==> src/rtl/mem_port_arbiter.sv <==
// mem_port_arbiter
//   Shares the single memory port between the fetch stage (instruction reads)
//   and the memory stage (data reads/writes). One access at a time moves
//   through IDLE -> ISSUE -> WAIT -> DONE. Out-of-range addresses and
//   response timeouts come back as an error flag with the ready pulse.
//   Data requests have priority. A starvation counter lets fetch through
//   after STARVE_MAX back-to-back data grants that fetch sat through.
//
// Handshake: a requester raises req and holds req/addr (plus we/wdata on
//   the data port) stable until it sees its one-cycle ready pulse. err and
//   rdata are valid only with that pulse. In the cycle after ready the
//   requester drops req or presents its next request. On the memory side,
//   mem_en is a one-cycle strobe with mem_we/mem_addr/mem_wdata. mem_ack is
//   a one-cycle completion pulse with mem_rdata, and it is only looked at
//   in WAIT.
//
// Ports:
//   clk, rst_n                   clock, synchronous active-low reset
//   if_req/if_addr               fetch request (read only)
//   if_ready/if_err/if_rdata     fetch completion
//   dm_req/dm_we/dm_addr/dm_wdata data request
//   dm_ready/dm_err/dm_rdata     data completion
//   mem_en/mem_we/mem_addr/mem_wdata  memory access strobe and payload
//   mem_ack/mem_rdata            memory completion
//   busy                         high whenever the FSM is not IDLE
//   fsm_state                    current FSM state (0 IDLE, 1 ISSUE, 2 WAIT, 3 DONE)
module mem_port_arbiter #(
  parameter int ADDR_W     = 64,
  parameter int DATA_W     = 64,
  parameter int MEM_SIZE   = 8192,
  parameter int ACC_BYTES  = 8,
  parameter int TIMEOUT    = 16,
  parameter int STARVE_MAX = 3
) (
  input  logic              clk,
  input  logic              rst_n,
  input  logic              if_req,
  input  logic [ADDR_W-1:0] if_addr,
  output logic              if_ready,
  output logic              if_err,
  output logic [DATA_W-1:0] if_rdata,
  input  logic              dm_req,
  input  logic              dm_we,
  input  logic [ADDR_W-1:0] dm_addr,
  input  logic [DATA_W-1:0] dm_wdata,
  output logic              dm_ready,
  output logic              dm_err,
  output logic [DATA_W-1:0] dm_rdata,
  output logic              mem_en,
  output logic              mem_we,
  output logic [ADDR_W-1:0] mem_addr,
  output logic [DATA_W-1:0] mem_wdata,
  input  logic              mem_ack,
  input  logic [DATA_W-1:0] mem_rdata,
  output logic              busy,
  output logic [1:0]        fsm_state
);

  localparam int TW = $clog2(TIMEOUT + 1);
  localparam int SW = $clog2(STARVE_MAX + 1);
  // Highest legal start address. The check is addr > MAX_ADDR, so that
  // addr + ACC_BYTES never has to be formed and cannot overflow.
  localparam logic [ADDR_W-1:0] MAX_ADDR = ADDR_W'(MEM_SIZE - ACC_BYTES);

  typedef enum logic [1:0] {S_IDLE, S_ISSUE, S_WAIT, S_DONE} state_t;

  state_t            state, state_nx;
  logic              owner_if;   // 1: fetch owns the current access
  logic              lat_we;
  logic              err_flag;
  logic [TW-1:0]     timer;
  logic [SW-1:0]     starve_cnt;
  logic              any_req;
  logic              grant_if;
  logic [ADDR_W-1:0] sel_addr;
  logic              sel_oob;

  // Arbitration and next state.
  always_comb begin
    state_nx = state;
    any_req  = if_req | dm_req;
    grant_if = if_req & (~dm_req | (starve_cnt == SW'(STARVE_MAX)));
    sel_addr = grant_if ? if_addr : dm_addr;
    sel_oob  = (sel_addr > MAX_ADDR);
    case (state)
      S_IDLE:  if (any_req) state_nx = sel_oob ? S_DONE : S_ISSUE;
      S_ISSUE: state_nx = S_WAIT;
      S_WAIT:  if (mem_ack || timer == TW'(TIMEOUT - 1)) state_nx = S_DONE;
      S_DONE:  state_nx = S_IDLE;
      default: state_nx = S_IDLE;
    endcase
  end

  always_ff @(posedge clk) begin
    if (!rst_n) begin
      state      <= S_IDLE;
      owner_if   <= 1'b0;
      lat_we     <= 1'b0;
      err_flag   <= 1'b0;
      timer      <= '0;
      starve_cnt <= '0;
      mem_addr   <= '0;
      mem_wdata  <= '0;
      if_rdata   <= '0;
      dm_rdata   <= '0;
    end else begin
      state <= state_nx;
      case (state)
        S_IDLE: begin
          if (any_req) begin
            owner_if <= grant_if;
            lat_we   <= grant_if ? 1'b0 : dm_we;
            mem_addr <= sel_addr;
            err_flag <= sel_oob;
            if (!grant_if) mem_wdata <= dm_wdata;
            // Counts data grants that fetch had to watch go by.
            if (grant_if || !if_req)
              starve_cnt <= '0;
            else if (starve_cnt != SW'(STARVE_MAX))
              starve_cnt <= starve_cnt + SW'(1);
          end
        end
        S_ISSUE: timer <= '0;
        S_WAIT: begin
          timer <= timer + TW'(1);
          if (mem_ack) begin
            // When ack and timeout coincide, the ack wins.
            err_flag <= 1'b0;
            if (!lat_we) begin
              if (owner_if) if_rdata <= mem_rdata;
              else          dm_rdata <= mem_rdata;
            end
          end else if (timer == TW'(TIMEOUT - 1)) begin
            err_flag <= 1'b1;
          end
        end
        default: ;
      endcase
    end
  end

  // All outputs decode from registered state only.
  assign mem_en    = (state == S_ISSUE);
  assign mem_we    = (state == S_ISSUE) & lat_we;
  assign if_ready  = (state == S_DONE) & owner_if;
  assign dm_ready  = (state == S_DONE) & ~owner_if;
  assign if_err    = if_ready & err_flag;
  assign dm_err    = dm_ready & err_flag;
  assign busy      = (state != S_IDLE);
  assign fsm_state = state;

endmodule

==> config.mk <==
export PLATFORM = sky130hd
export DESIGN_NAME = mem_port_arbiter
export DESIGN_NICKNAME = d
export VERILOG_FILES = /design/src/rtl/mem_port_arbiter.sv
export SDC_FILE = /design/constraint.sdc
export NUM_CORES = 1
export LEC_CHECK = 0
export CAP_MARGIN = 20
export CORE_AREA = 2 2 202 204
export CTS_BUF_LIST = sky130_fd_sc_hd__clkbuf_4 sky130_fd_sc_hd__clkbuf_8
export CTS_CLUSTER_DIAMETER = 100
export DETAILED_ROUTE_END_ITERATION = 8
export DIE_AREA = 0 0 204 206
export DONT_BUFFER_PORTS = 1
export HOLD_SLACK_MARGIN = 0.05
export REMOVE_ABC_BUFFERS = 1
export SLEW_MARGIN = 10
export SYNTH_ARGS = -nofsm -noshare
export SYNTH_HDL_FRONTEND = slang
export SYNTH_SLANG_ARGS = --single-unit
==> constraint.sdc <==
create_clock -name clk -period 6.16 [get_ports clk]
set_clock_uncertainty 0.2 [all_clocks]
set_input_delay 1.848 -clock clk [delete_from_list [all_inputs] [get_ports clk]]
set_output_delay 1.848 -clock clk [all_outputs]
set_load 0.01 [all_outputs]
==> impl_metrics.ini <==
[status]
status = finished clean

[layout]
syn_to_final_growth_pct = 12.4
final_common_cell = nand2_1
final_nets = 1487
final_util_pct = 30.8
insertedDiodeCount = 0
layout_common_cells = nand2_1 (460), dfxtp_1 (268), a21boi_0 (172), mux2i_1 (64), o211a_1 (64)
drive_above_1_share_pct = 8.32

[drt]
dr.pass1.iters = 5
drc = 0
vias = 8836
via_per_inst = 4.96
wl_per_cell_um = 20.6
wl_um = 36700
drtIter0Drc = 506
antenna_left = 0

[global_routing]
grtUsageTotal_pct = 16.2
antenna_found_initial = 0
grt_pass1_vias = 8542
grt_max_degree = 269
gr-total-overflow = 0
grt_pass1_wl_um = 51700

[placed_design]
place_congestion = 0.976
port_buffers = 0
hpwl_um = 26700

[synthesis]
ys_ff_latch = 268
ys.warnings.count = 0
yosysSeqAreaShare_pct = 48.8
netlist_instances = 1256
synth_edf_count = 0
async_reset_ff_share_pct = 0
ys_types = 41
netlist_area_um2 = 11000
syn_area_per_cell_um2 = 8.76
synthFlopType = dfxtp_1

[sta]
max_freq_mhz = 255
finalMaxSlewViolations = 0
finalHoldViolations = 0
period_minus_slack_ns = 3.93
finalSetupViolations = 0
rsz0062_at_grt = no
relSlewSlack_pct = 45.0
fin_crit_sh_pct = 63.7
tns_ns = 0
timing.hold.ws_ns = 0.271
worstMarginPinSlew_ns = 0.825

[power]
clockPowerShare_pct = 32.8
swShare_pct = 34.5
switchingPower_mw = 1.78
leakage_nw = 5.08
p_total_mw = 5.16
p_comb_share_pct = 18.6
ir_worst_vdd_uv = 185
p_per_area_nw_per_um2 = 417
seq_power_share_pct = 48.6
intPower_mw = 3.38

[die]
initial_core_util_pct = 27.4
rows = 74
io_pins = 527
core_area_um2 = 40200
fp.dieH_um = 206
die_w_um = 204
die_area_um2 = 42000

[worst_setup_path]
critPathLaunchType = register
startpoint = fsm_state[1]
critPathRequiredTime_ns = 4.11
path_class = register to output port
cp_max_fo = 5
r2r_slack_ns = 3.05
reg2reg_from = fsm_state[1]
endpoint_kind = output port
cp_data_arrival_time_ns = 1.88

[clock_tree]
cts.sinks = 268
postCtsSetupBuffers = 0
numCtsBuffers = 45
clock_latency_ns = 0.57
ctsLongestPathBuffers = 3
cts_resized = 0
cts_root_buffer = clkbuf_8
cts_tree = done
path_clk_slew_ns = 0.06
hold_buffers = 0
htreeDepth = 2

[run]
cap_viol_max_count = 0

[min_path]
min_from = starve_cnt[1]
hold_class = register to register
path summary, 6_finish.rpt:
kind	depth (start not counted)	endpoint
setup / recovery	3	dm_err
hold / removal	2	starve_cnt[1]
setup reg to reg	7	if_rdata[46]
hold reg to reg	2	starve_cnt[1]
power by group through the flow:
stage	combinational [mW]	clock, mW	sequential [mW]
6_report	0.961	1.69	2.51
5_1_grt	1.09	1.83	2.54
4_1_cts	0.959	1.76	2.52
3_5_place_dp	0.958	0	2.55
3_3_place_gp	0.912	0	2.55
2_1_floorplan	0.744	0	2.40
synthesized netlist by cell type (4+ instances only):
| library cell | instances | share of area [%] |
|---|---|---|
| nand4_1 | 8 | 0.45 |
| dfxtp_1 | 268 | 49 |
| a21boi_1 | 24 | 1.6 |
| a21oi_1 | 6 | 0.27 |
| clkbuf_1 | 48 | 1.6 |
| nor2b_1 | 5 | 0.28 |
| ha_1 | 7 | 0.80 |
| nor3_1 | 4 | 0.18 |
| mux2i_1 | 64 | 5.8 |
| nor4_2 | 4 | 0.45 |
| and2_1 | 7 | 0.40 |
| o211a_1 | 64 | 5.8 |
| nor4_1 | 20 | 1.1 |
| buf_2 | 42 | 1.9 |
| nand2_1 | 462 | 16 |
| nand3_1 | 5 | 0.23 |
| nor2_1 | 6 | 0.20 |
| inv_1 | 5 | 0.17 |
| a21boi_0 | 172 | 12 |
final cells by class:
type	count	area, um2
Tap cell	532	666
Timing Repair Buffer	10	108
Clock buffer	69	893
Clock inverter	10	78.8
Multi-Input combinational cell	888	5230
Sequential cell	268	5370
Inverter	5	18.8
Fill cell	4245	27800
routing by layer:
metal / track usage [%] / vias to the layer above / wire, um
met3: 6.81 / 80 / 4260
met1: 16.2 / 4132 / 12900
li1: - / 4162 / -
met2: 28.7 / 462 / 17800
met4: 8.33 / 0 / 1680
met5: 0 / - / 0
logic make-up (layout without fill, tap and decap cells):
logic type / count (synthesis) / in the layout / share of synthesized area (%)
AND/OR/NAND/NOR: 539 / 539 / 20.3
AO/OA/AOI/OAI: 278 / 278 / 20.3
flip-flops: 268 / 268 / 48.8
buffers and inverters: 100 / 94 / 4.00
multiplexers: 64 / 64 / 5.82
adder cells (fa/ha/maj): 7 / 7 / 0.796
registers in the layout, indices dropped and copies added (netlist names):
register,cells
mem_wdata,64
if_rdata,64
err_flag,1
starve_cnt,2
mem_addr,64
lat_we,1
dm_rdata,64
owner_if,1
fsm_state,2
timer,5
stage by stage:
stage	setup WS, ns	instance area, um2	std cells
after floorplan	-2.95	10600	1161
after global placement	1.97	11300	1701
after detailed placement	1.92	11400	1702
after CTS	2.08	12300	1781
after global routing	2.04	12400	1782
final	2.23	12400	1782
worst max-delay path, cell delays in order, from the launching register on:
cell,delay (ns)
dfxtp_1,0.51
ha_1,0.24
nor2b_1,0.31
and2_1,0.26
Note: power is estimated with default switching activity, not from simulation.
